<file path="src/rtl/vote_result_display.sv">
// Count-out stage of the voting machine: snapshots the totals when voting closes, converts
// them to BCD, decides the winner and rotates the three results across a 3-digit display.
module vote_result_display #(
  parameter int WIDTH = 8,
  parameter int DWELL = 4
) (
  input  logic             clk,
  input  logic             rst,
  input  logic             finish,
  input  logic [WIDTH-1:0] total_c1,
  input  logic [WIDTH-1:0] total_c2,
  input  logic [WIDTH-1:0] total_null,
  output logic             busy,
  output logic             done,
  output logic [1:0]       winner,
  output logic             tie,
  output logic [1:0]       page,
  output logic [3:0]       hund,
  output logic [3:0]       tens,
  output logic [3:0]       units,
  output logic [6:0]       seg_h,
  output logic [6:0]       seg_t,
  output logic [6:0]       seg_u
);

  localparam int CW = $clog2(WIDTH + 1);
  localparam int DW = $clog2(DWELL + 1);

  typedef enum logic [2:0] {
    IDLE,
    LOAD,
    CONV,
    DECIDE,
    SHOW
  } state_t;

  state_t           state;
  logic             finish_q;
  logic [WIDTH-1:0] snap_c1;
  logic [WIDTH-1:0] snap_c2;
  logic [WIDTH-1:0] snap_null;
  logic [WIDTH-1:0] bin_sh;
  logic [11:0]      acc;
  logic [CW-1:0]    bit_cnt;
  logic [1:0]       sel;
  logic [11:0]      bcd_c1;
  logic [11:0]      bcd_c2;
  logic [11:0]      bcd_null;
  logic [DW-1:0]    dwell;

  logic [11:0]      acc_adj;
  logic [11:0]      acc_next;
  logic [1:0]       next_page;
  logic [11:0]      next_bcd;

  function automatic logic [6:0] seg7(input logic [3:0] d);
    logic [6:0] s;
    case (d)
      4'd0:    s = 7'b1000000;
      4'd1:    s = 7'b1111001;
      4'd2:    s = 7'b0100100;
      4'd3:    s = 7'b0110000;
      4'd4:    s = 7'b0011001;
      4'd5:    s = 7'b0010010;
      4'd6:    s = 7'b0000010;
      4'd7:    s = 7'b1111000;
      4'd8:    s = 7'b0000000;
      4'd9:    s = 7'b0010000;
      default: s = 7'b1111111;
    endcase
    return s;
  endfunction

  // Double-dabble step: correct every nibble >= 5 before the shift brings in the next bit.
  always_comb begin
    acc_adj = acc;
    for (int unsigned i = 0; i < 3; i++) begin
      if (acc[i*4 +: 4] >= 4'd5)
        acc_adj[i*4 +: 4] = acc[i*4 +: 4] + 4'd3;
    end
    acc_next = {acc_adj[10:0], bin_sh[WIDTH-1]};
  end

  always_comb begin
    next_page = (page == 2'd2) ? 2'd0 : page + 2'd1;
    case (next_page)
      2'd0:    next_bcd = bcd_c1;
      2'd1:    next_bcd = bcd_c2;
      default: next_bcd = bcd_null;
    endcase
  end

  always_ff @(posedge clk) begin
    if (rst) begin
      state     <= IDLE;
      finish_q  <= 1'b1;
      busy      <= 1'b0;
      done      <= 1'b0;
      winner    <= 2'b00;
      tie       <= 1'b0;
      page      <= 2'd0;
      hund      <= '0;
      tens      <= '0;
      units     <= '0;
      seg_h     <= '1;
      seg_t     <= '1;
      seg_u     <= '1;
      snap_c1   <= '0;
      snap_c2   <= '0;
      snap_null <= '0;
      bin_sh    <= '0;
      acc       <= '0;
      bit_cnt   <= '0;
      sel       <= 2'd0;
      bcd_c1    <= '0;
      bcd_c2    <= '0;
      bcd_null  <= '0;
      dwell     <= '0;
    end else begin
      finish_q <= finish;
      case (state)
        IDLE: begin
          if (finish && !finish_q) begin
            state <= LOAD;
            busy  <= 1'b1;
          end
        end
        LOAD: begin
          snap_c1   <= total_c1;
          snap_c2   <= total_c2;
          snap_null <= total_null;
          bin_sh    <= total_c1;
          acc       <= '0;
          bit_cnt   <= '0;
          sel       <= 2'd0;
          state     <= CONV;
        end
        CONV: begin
          if (bit_cnt == CW'(WIDTH - 1)) begin
            bit_cnt <= '0;
            acc     <= '0;
            case (sel)
              2'd0:    bcd_c1   <= acc_next;
              2'd1:    bcd_c2   <= acc_next;
              default: bcd_null <= acc_next;
            endcase
            if (sel == 2'd2) begin
              state <= DECIDE;
            end else begin
              sel    <= sel + 2'd1;
              bin_sh <= (sel == 2'd0) ? snap_c2 : snap_null;
            end
          end else begin
            bit_cnt <= bit_cnt + CW'(1);
            acc     <= acc_next;
            bin_sh  <= bin_sh << 1;
          end
        end
        DECIDE: begin
          if (snap_c1 > snap_c2) begin
            winner <= 2'b01;
            tie    <= 1'b0;
          end else if (snap_c2 > snap_c1) begin
            winner <= 2'b10;
            tie    <= 1'b0;
          end else begin
            winner <= 2'b00;
            tie    <= 1'b1;
          end
          busy  <= 1'b0;
          done  <= 1'b1;
          page  <= 2'd0;
          dwell <= '0;
          hund  <= bcd_c1[11:8];
          tens  <= bcd_c1[7:4];
          units <= bcd_c1[3:0];
          seg_h <= seg7(bcd_c1[11:8]);
          seg_t <= seg7(bcd_c1[7:4]);
          seg_u <= seg7(bcd_c1[3:0]);
          state <= SHOW;
        end
        SHOW: begin
          if (dwell == DW'(DWELL - 1)) begin
            dwell <= '0;
            page  <= next_page;
            hund  <= next_bcd[11:8];
            tens  <= next_bcd[7:4];
            units <= next_bcd[3:0];
            seg_h <= seg7(next_bcd[11:8]);
            seg_t <= seg7(next_bcd[7:4]);
            seg_u <= seg7(next_bcd[3:0]);
          end else begin
            dwell <= dwell + DW'(1);
          end
        end
        default: state <= IDLE;
      endcase
    end
  end

endmodule

</file>
<file path="config.mk">
export PLATFORM = sky130hd
export DESIGN_NAME = vote_result_display
export DESIGN_NICKNAME = d
export VERILOG_FILES = /design/src/rtl/vote_result_display.sv
export SDC_FILE = /design/constraint.sdc
export NUM_CORES = 1
export LEC_CHECK = 0
export ABC_AREA = 0
export BUFFER_PORTS_ARGS = -buffer_cell sky130_fd_sc_hd__buf_2
export CORE_MARGIN = 8
export CORE_UTILIZATION = 40
export CTS_BUF_LIST = sky130_fd_sc_hd__clkbuf_8
export CTS_CLUSTER_DIAMETER = 120
export DETAILED_ROUTE_END_ITERATION = 16
export GPL_ROUTABILITY_DRIVEN = 1
export MAX_ROUTING_LAYER = met4
export PLACE_DENSITY = 0.66
export SETUP_SLACK_MARGIN = 0.5
export SLEW_MARGIN = 20
export SYNTH_ARGS = -nofsm -noshare
export SYNTH_HDL_FRONTEND = slang
export SYNTH_SLANG_ARGS = --single-unit
</file>
<file path="constraint.sdc">
create_clock -name clk -period 7.1 [get_ports clk]
set_clock_uncertainty 0.1 [all_clocks]
set_input_delay 1.42 -clock clk [delete_from_list [all_inputs] [get_ports clk]]
set_output_delay 1.42 -clock clk [all_outputs]
set_load 0.1 [all_outputs]
</file>
==> metrics.yaml, run 1 <==
synth-seq-cells: 154
status: "complete, no violations"
via_count: 6295
ir_drop_mv: 0.129
synthCells: 894
worstPathMaxFanout: 20
combPwrFrac_pct: 4.4
p_switching_uw: 389
final.setup.tns_ns: 0
met3_usage_pct: 3.56
cp_num_buf_inv: 1
synthArstFlopShare_pct: 0
synth.distinct_cells: 59
rsz0062_at_grt: "false"
p_int_mw: 1.21
area_growth_pct: 10.5
core_area_sq_um: 18700
synth_edf_count: 0
gr-usage-met2_pct: 24.3
critical-path-slowest-cell: "dfxtp_1"
power_density_nw_per_um2: 189
setup_viol: 0
die-area_sq_um: 23800
post-route-util_pct: 45.1
endpoint_kind: "output pin"
port_buffers: 66
synthTopCellsByCount: "154 x dfxtp_1, 108 x nor2_1, 86 x nand2_1"
ys_seq_area_share_pct: 40.4
cts_resized: 0
cts_tree: "done"
avgRoutedWirePerCell_microns: 15.2
clockRootBuffer: "clkbuf_8"
required_ns: 5.58
track_usage_pct: 15.6
grt_pass1_vias: 5856
synth_area_leaders: "dfxtp_1 40%, ha_1 8.0%, a21oi_1 5.6%, nor2_1 5.3%, mux2i_1 5.0%"
use_met1_pct: 19.7
via_per_inst: 5.35
cts_buffer_depth: 2
post-cts-setup-buffer-count: 0
clock-sinks: 154
relSlewSlack_pct: 32.7
worstSkewPairLatency_ns: 0.46
die_x_microns: 154
drive_above_1_share_pct: 14.4
p_leak_nw: 3.29
num_rows: 50
syn_nets: 970
syn_area_per_cell_sq_um: 8.54
max_stage_delay_ns: 0.92
ios: 67
grt_max_degree: 59
synth_most_common_cell: "dfxtp_1"
worstPathCellList: "buf_2"
report.final.slew_viol_count: 0
fmax_ghz: 0.288
hp-class: "flop to flop"
synth_top_area_share_pct: 40.4
drtIter0Drc: 335
finalHoldViolations: 0
routed_wl_microns: 17900
nets: 1005
clkTransAtPathRegs_ns: 0.08
criticalPathCategory: "flop to output pin"
synth_warnings: 0
tightest_slew_ns: 1.01
busiest_layer: "met2"
critPathArrivalTime_ns: 1.95
drc: 0
htree_levels: 4
hold_buffers: 0
grt_pass1_wl_microns: 29700
hpwl_microns: 12600
drv_cap: 0
gr-total-overflow: 0
antenna_found_initial: 1
ant_nets: 0
cp_top_family: "flip-flops"
synth_top_flop_cell: "dfxtp_1"
cts_made_buffers: 17
seqPwrFrac_pct: 54.9
first_pass_iters: 5
gp_congestion: 0.819
synth_area_sq_um: 7630
floorplan.initialDensity_pct: 40.8
finalCritPeriodShare_pct: 48.9
swShare_pct: 24.3
clkPwrFrac_pct: 40.7
synth_top_cell_by_area: "dfxtp_1"
fp.dieH_microns: 154
start_kind: "flop"
min_period_ns: 3.47
## layout by cell type, fill, tap and decap left out, types with 6 or more instances in the layout
cell type  instances
and2_1             6
a32oi_1            6
o21ai_0           35
a22oi_1           11
and3_1             8
dfxtp_1          154
mux2_2            11
buf_2             65
nor3_1            42
nor2_1           108
nor2b_1           16
buf_4              7
clkbuf_8          18
nor3b_1            6
a221oi_1          11
ha_1              49
inv_1             42
a21o_1             8
mux2i_1           38
a211oi_1          39
nand2b_1           7
a21oi_1           85
nand2_1           86
## per-stage QoR
step | power [mW] | area [sq um] | setup slack (ns) | cells | hold slack (ns)
after floorplan | 0.947 | 7630 | 3.85 | 894 | 0.333
after global placement | 0.968 | 8050 | 3.23 | 1144 | 0.341
after detailed placement | 0.969 | 8050 | 3.21 | 1144 | 0.346
after CTS | 1.61 | 8430 | 3.59 | 1176 | 0.357
after global routing | 1.65 | 8430 | 3.48 | 1177 | 0.367
final | 1.60 | 8430 | 3.63 | 1177 | 0.358
## final timing paths
path,start,end,slack (ns),cells after the start
setup / recovery,page[1]$_SDFFE_PP0P_,page[1],3.63,1
hold / removal,bcd_null[0]$_SDFFE_PP0P_,bcd_null[0]$_SDFFE_PP0P_,0.36,2
setup reg to reg,sel[0]$_SDFFE_PP0P_,flop,3.68,10
hold reg to reg,bcd_null[0]$_SDFFE_PP0P_,bcd_null[0]$_SDFFE_PP0P_,0.36,2
## area by class of cell
type | instances | area, sq um
diodes | 1 | 2.50
clock buffers | 18 | 248
clock inverters | 14 | 134
fillers | 1816 | 10300
inverters | 41 | 154
multi-input cells | 643 | 4140
flip-flops and latches | 154 | 3080
well taps | 234 | 293
repair buffers | 72 | 378
## layer usage
layer / share of wire [%] / vias up
li1: - / 3202
met1: 48 / 2936
met2: 45 / 133
met3: 5.2 / 24
met4: 1.3 / 0
met5: 0 / -
## cells by family (layout without fill, tap and decap cells)
kind of cell,count (synthesis),after routing,synth area share [%]
AO/OA/AOI/OAI,235,235,20.3
XOR/XNOR,4,4,0.459
adder cells (fa/ha/maj),49,49,8.03
buffers and inverters,97,145,5.36
flip-flops,154,154,40.4
multiplexers,51,51,7.00
other,0,1,0
AND/OR/NAND/NOR,304,304,18.5
## power groups by stage
stage                     Sequential (mW)  Combinational (mW)  Clock, mW
after floorplan                     0.906              0.0411          0
after global placement              0.897              0.0709          0
after detailed placement            0.898              0.0714          0
after CTS                           0.877              0.0717      0.661
after global routing                0.879              0.0784      0.696
final                               0.877              0.0709      0.649
(Power assumes the default switching activity.)
==> run 2: changes to the inputs <==
- ABC_AREA: 0 -> 1
- clock period: 7.1 -> 3.5 ns (I/O delays scaled with it)
==> run 2 against run 1 <==
  * Global-route usage up 1.4 points
  * Register-to-register slack worse by 2.7 ns
  * Non-clock buffer count up 7
  * Die area up 5.2%
  * Largest cell class unchanged
==> metrics.yaml, run 2 <==
cts_resized: 0  # unchanged
place_ws_ns: 1.03  # was 3.21 ns
nets: 1276  # was 1005
antenna_found_initial: 0  # was 1
whs_path_depth: 2  # unchanged
worstSkewPairLatency_ns: 0.46  # about the same
rsz0062_at_grt: "false"  # unchanged
synth_warnings: 0  # unchanged
worstPathMaxFanout: 14  # was 20
r2r_start: "bit_cnt[0]$_SDFFE_PP0N_"  # was sel[0]$_SDFFE_PP0P_
drv_cap: 0  # unchanged
syn_nets: 1222  # was 970
drive_above_1_share_pct: 12.5  # was 14.4%
via_per_inst: 4.93  # was 5.35
min_period_ns: 2.49
floorplan.initialDensity_pct: 40.3  # was 40.8%
finalHoldViolations: 0  # unchanged
grt_max_degree: 55  # was 59
cts_tree: "done"  # unchanged
startpoint: "bit_cnt[0]$_SDFFE_PP0N_"  # was page[1]$_SDFFE_PP0P_
ios: 67  # unchanged
synth_top_family_by_area: "simple AND/OR/NAND/NOR gates"  # was compound AO/OA/AOI/OAI gates
first_pass_iters: 5  # unchanged
synth_area_sq_um: 8080  # was 7630 sq um
track_usage_pct: 17.0  # was 15.6%
port_buffers: 66  # unchanged
ant_nets: 0  # unchanged
core_area_sq_um: 20000  # was 18700 sq um
avgRoutedWirePerCell_microns: 13.6  # was 15.2 microns
finalCritPeriodShare_pct: 71.2
clkTransAtPathRegs_ns: 0.09  # was 0.08 ns
ys_seq_area_share_pct: 38.2  # was 40.4%
cts_buffer_depth: 2  # unchanged
synth_top_area_share_pct: 38.2  # was 40.4%
hpwl_microns: 14400  # was 12600 microns
p_leak_nw: 4.30  # was 3.29 nW
mostFrequentLayoutCells: "300 x nand2_1, 154 x dfxtp_1, 140 x inv_1, 101 x nand3_1, 92 x nor2_1"  # was 154 x dfxtp_1, 108 x nor2_1, 86 x nand2_1, 85 x a21oi_1, 65 x buf_2
fp.dieH_microns: 158  # was 154 microns
gp_congestion: 0.931  # was 0.819
hold_buffers: 0  # unchanged
required_ns: 3.76  # was 5.58 ns
final.setup.tns_ns: 0  # unchanged
synthCells: 1146  # was 894
relSlewSlack_pct: 37.1  # was 32.7%
die-area_sq_um: 25000  # was 23800 sq um
mostFrequentLayoutCell: "nand2_1"  # was dfxtp_1
synth-seq-cells: 154  # unchanged
synthArstFlopShare_pct: 0  # unchanged
htree_levels: 4  # unchanged
synth_top_flop_cell: "dfxtp_1"  # unchanged
hp-start: "dwell[2]$_SDFFE_PP0P_"  # was bcd_null[0]$_SDFFE_PP0P_
final.fill_count: 2099  # was 1816
muxShareOfSynthArea_pct: 0.372  # was 7.00%
die_x_microns: 158  # was 154 microns
holdWs_ns: 0.352  # was 0.358 ns
setup_slack_ns: 1.01  # was 3.63 ns
synth-xor-area-share_pct: 0.108  # was 0.459%
dp_cells: 1451  # was 1144
synth-adder-area-share_pct: 7.59  # was 8.03%
synth_most_common_cell: "nand2_1"  # was dfxtp_1
status: "complete, no violations"  # unchanged
via_count: 7308  # was 6295
syn_area_per_cell_sq_um: 7.05  # was 8.54 sq um
grt_pass1_vias: 6799  # was 5856
setup_viol: 0  # unchanged
fmax_ghz: 0.401
clockRootBuffer: "clkbuf_8"  # unchanged
grt_pass1_wl_microns: 33500  # was 29700 microns
synth_edf_count: 0  # unchanged
criticalPathCategory: "flop to flop"  # was flop to output pin
cts_made_buffers: 17  # unchanged
synth.distinct_cells: 41  # was 59
start_kind: "flop"  # unchanged
power_density_nw_per_um2: 438  # was 189 nW/um^2
report.final.slew_viol_count: 0  # unchanged
area_growth_pct: 12.0  # was 10.5%
gr-total-overflow: 0  # unchanged
endpoint_kind: "flop"  # was output pin
ff2ff_path_depth: 10  # unchanged
num_antenna_cells: 0  # was 1
routed_wl_microns: 20200  # was 17900 microns
synth-compound-area-share_pct: 12.4  # was 20.3%
post-route-util_pct: 45.1  # about the same
hp-class: "flop to flop"  # unchanged
critPathArrivalTime_ns: 2.75  # was 1.95 ns
synthTopCellsByCount: "300 x nand2_1, 154 x dfxtp_1, 139 x inv_1"  # was 154 x dfxtp_1, 108 x nor2_1, 86 x nand2_1
ir_drop_mv: 0.183  # was 0.129 mV
synth_top_cell_by_area: "dfxtp_1"  # unchanged
tightest_slew_ns: 0.943  # was 1.01 ns
clock-sinks: 154  # unchanged
stdcell_count: 1482  # was 1177
drtIter0Drc: 582  # was 335
synth_area_leaders: "dfxtp_1 38%, nand2_1 14%, ha_1 7.6%, inv_1 6.5%, nand3_1 6.3%"  # was dfxtp_1 40%, ha_1 8.0%, a21oi_1 5.6%, nor2_1 5.3%, mux2i_1 5.0%
post-cts-setup-buffer-count: 0  # unchanged
yosys.area_share.simple_pct: 31.8  # was 18.5%
num_rows: 52  # was 50
drc: 0  # unchanged
[run 2: cell types whose count changed in the layout (fill, tap and decap cells not counted), sizes merged, moves of 34 or more]
cell	delta
inv	+104
o21ai	+39
a211oi	-37
nor3	-45
nand4	+34
mux2i	-35
nand3	+104
nand2	+224
[run 2: critical path, cell delays in order, from the launching register on]
cell and delay (ns):
dfxtp_1 0.38, ha_1 0.29, nand4_2 0.22, nor2_4 0.41, nand3_1 0.16, nand3_1 0.23, ha_1 0.28, inv_1 0.05
nand4_1 0.12, nand3_1 0.11, nand2_1 0.05
[run 2: final cells by class]
type | instances | area, sq um | share of cell area, %
multi-input cells | 801 | 4230 | 46.7
inverters | 147 | 554 | 6.13
clock buffers | 18 | 248 | 2.74
repair buffers | 79 | 428 | 4.73
well taps | 270 | 338 | 3.73
flip-flops and latches | 154 | 3080 | 34.1
clock inverters | 13 | 169 | 1.87
[run 2: final timing paths]
path	to	slack (ns)
worst min register to register	dwell[2]$_SDFFE_PP0P_	0.35
worst min-delay path	dwell[2]$_SDFFE_PP0P_	0.35
worst max-delay path	flop	1.01
worst max register to register	flop	1.01
[run 2: where the power goes]
part | internal (mW) | switching [mW] | leakage (nW)
Clock | 0.727 | 0.709 | 0.204
Combinational | 0.168 | 0.458 | 2.85
Sequential | 1.85 | 0.0514 | 1.25
Total | 2.75 | 1.22 | 4.30
[run 2: per-stage QoR]
step                      power [mW]  cell area (sq um)
after CTS                       4.00               9050
final                           3.96               9050
after global placement          2.56               8630
after floorplan                 2.43               8080
after global routing            4.15               9050
after detailed placement        2.57               8630
[run 2: cells by family (layout without fill, tap and decap cells)]
logic type,Yosys count,in the layout
and+or+nand+nor,563,563
muxes,3,3
AOI/OAI and AO/OA,185,185
DFF,154,154
buffers and inverters,191,257
adders and majority gates,49,49
xor gates and xnor gates,1,1
[run 2: routing by layer]
layer / vias to the layer above / global-route usage, % / share of wire, %
li1: 3804 / - / -
met1: 3280 / 21.2 / 47
met2: 195 / 27.2 / 46
met3: 29 / 3.03 / 5.3
met4: 0 / 6.11 / 1.7
met5: - / - / 0
==> run 3: changes to the inputs <==
- clock period: 3.5 -> 2.51 ns (I/O delays scaled with it)
==> run 3 against run 2 <==
  * Hold slack got worse by 0.19 ns
  * Cell count rose by 5.4%
  * Sequential share of layout area fell by 4.1 points
  * Utilization rose by 6.8 points
  * Combinational power rose by 51%
  * First-iteration DRC count rose by 13%
  * Worst setup slack got worse by 0.63 ns
  * Register-to-register slack got worse by 0.63 ns
  * Wire length rose by 16%
  * Critical path depth rose by 2
  * Count of clock-buffer cells in the layout fell by 1
  * Design area rose by 15%
  * Critical path type unchanged
  * Largest cell class unchanged
==> metrics.yaml, run 3 (synthesis gave the netlist of run 2 again) <==
status: "complete, no violations"  # unchanged
nets: 1357  # was 1276
p_leak_nw: 4.82  # was 4.30 nW
rsz0062_at_grt: "true"  # was false
criticalPathCategory: "flop to flop"  # unchanged
multiInputGateArea_sq_um: 4860  # was 4230 sq um
worstPathCellList: "inv_2, ha_4, nand4_4, buf_6, o21bai_4, nand2_2, nor2_4, ha_4, inv_1, nand4_1, nand3_1, nand2_1"  # was ha_1, nand4_2, nor2_4, nand3_1, nand3_1, ha_1, inv_1, nand4_1, nand3_1, nand2_1
drc: 0  # unchanged
relSlewSlack_pct: 59.8  # was 37.1%
final.fill_count: 1857  # was 2099
critical-path-slowest-cell: "dfxtp_2"  # was nor2_4
finalHoldViolations: 0  # unchanged
power_density_nw_per_um2: 540  # was 438 nW/um^2
endpoint_kind: "flop"  # unchanged
drv_cap: 0  # unchanged
num_rows: 52  # unchanged
fp.dieH_microns: 158  # unchanged
ant_nets: 0  # unchanged
r2r_setup_slack_ns: 0.37  # was 1.01 ns
die-area_sq_um: 25000  # unchanged
routed_wl_microns: 23400  # was 20200 microns
antenna_found_initial: 0  # unchanged
num_antenna_cells: 0  # unchanged
grt_pass1_wl_microns: 35700  # was 33500 microns
report.final.slew_viol_count: 0  # unchanged
mostFrequentLayoutCells: "273 x nand2_1, 140 x dfxtp_1, 114 x inv_1, 87 x a21oi_1, 84 x nand3_1"  # was 300 x nand2_1, 154 x dfxtp_1, 140 x inv_1, 101 x nand3_1, 92 x nor2_1
grt_pass1_vias: 7239  # was 6799
ir_drop_mv: 0.285  # was 0.183 mV
clockRootBuffer: "clkbuf_8"  # unchanged
area_growth_pct: 28.9  # was 12.0%
critPathArrivalTime_ns: 2.38  # was 2.75 ns
ff2ff_path_depth: 12  # was 10
via_count: 7974  # was 7308
gr-total-overflow: 0  # unchanged
grt_max_degree: 54  # was 55
avgRoutedWirePerCell_microns: 15.0  # was 13.6 microns
finalCritPeriodShare_pct: 85.1  # was 71.2%
hp-class: "input pin to flop"  # was flop to flop
regArea_sq_um: 3120  # was 3080 sq um
via_per_inst: 5.10  # was 4.93
hold_buffers: 0  # unchanged
final.setup.tns_ns: 0  # unchanged
whs_path_depth: 3  # was 2
worstPathMaxFanout: 4  # was 14
gp_congestion: 0.894  # was 0.931
cts_tree: "done"  # unchanged
clock-sinks: 154  # unchanged
ios: 67  # unchanged
htree_levels: 4  # unchanged
min_period_ns: 2.14  # was 2.49 ns
cpMostUsedCell: "ha_4"  # was nand3_1
max_stage_delay_ns: 0.33  # was 0.41 ns
start_kind: "flop"  # unchanged
required_ns: 2.76  # was 3.76 ns
first_pass_iters: 6  # was 5
mostFrequentLayoutCell: "nand2_1"  # unchanged
cts_buffer_depth: 2  # unchanged
setup_viol: 0  # unchanged
tightest_slew_ns: 0.587  # was 0.943 ns
clkTransAtPathRegs_ns: 0.08  # was 0.09 ns
final_area_sq_um: 10400  # was 9050 sq um
fmax_ghz: 0.468  # was 0.401 GHz
hpwl_microns: 15100  # was 14400 microns
die_x_microns: 158  # unchanged
drtIter0Drc: 660  # was 582
core_area_sq_um: 20000  # unchanged
track_usage_pct: 18.1  # was 17.0%
floorplan.initialDensity_pct: 40.3  # unchanged
worstSkewPairLatency_ns: 0.46  # about the same
port_buffers: 66  # unchanged
drive_above_1_share_pct: 27.2  # was 12.5%
dpl-instance-area_sq_um: 8790  # was 8630 sq um
cts_made_buffers: 17  # unchanged
run 3: critical path, delay by kind of cell, from the launching register on:
kind	cells	cell delay, ns
buffers and inverters	3	0.30
adder cells (fa/ha/maj)	2	0.37
flip-flops	1	0.33
AND/OR/NAND/NOR	6	0.77
AO/OA/AOI/OAI	1	0.16
run 3: final timing paths:
check,startpoint,endpoint
hold / removal,finish,finish_q$_SDFF_PP1_
setup reg to reg,sel[1]$_SDFFE_PP0P_,flop
hold reg to reg,dwell[2]$_SDFFE_PP0P_,dwell[2]$_SDFFE_PP0P_
setup / recovery,sel[1]$_SDFFE_PP0P_,flop
run 3: metal layers:
| layer | vias to the layer above | routed length [microns] | global-route usage [%] |
|---|---|---|---|
| met1 | 3706 | 10500 | 22.7 |
| met5 | - | 0 | - |
| met4 | 0 | 672 | 7.77 |
| met3 | 57 | 1240 | 2.68 |
| met2 | 233 | 11000 | 28.7 |
| li1 | 3978 | - | - |
run 3: layout make-up:
| type | count | area share (%) |
|---|---|---|
| repair buffers | 157 | 10.5 |
| inverters | 147 | 5.59 |
| multi-input cells | 804 | 46.7 |
| well taps | 270 | 3.25 |
| flip-flops and latches | 154 | 30.0 |
| clock buffers | 17 | 2.25 |
| clock inverters | 13 | 1.73 |
run 3: timing repair:
item	4_1_cts	5_1_grt
endpoints found under the setup margin	57	58
pin swaps	11	61
buffers inserted	32	37
cloned	1	2
gates resized for setup	33	144
run 3: power by group:
part           leakage, nW  internal, mW  total [mW]  switching (mW)
Clock                0.208          1.07        2.02           0.951
Combinational         3.36         0.272       0.947           0.675
Sequential            1.26          2.58        2.65          0.0760
Total                 4.82          3.91        5.62            1.70
run 3: stage by stage:
| stage | instances | power [mW] | setup WS [ns] | utilization (%) | hold slack (ns) |
|---|---|---|---|---|---|
| finish | 1562 | 5.62 | 0.374 | 51.9 | 0.166 |
| global placement | 1460 | 3.58 | 0.270 | 43.9 | 0.328 |
| CTS | 1523 | 5.63 | 0.465 | 47.6 | 0.145 |
| global route | 1562 | 5.86 | 0.274 | 51.9 | 0.159 |
| floorplan | 1146 | 3.39 | 0.498 | - | 0.317 |
| detailed placement | 1460 | 3.59 | 0.160 | 43.9 | 0.335 |
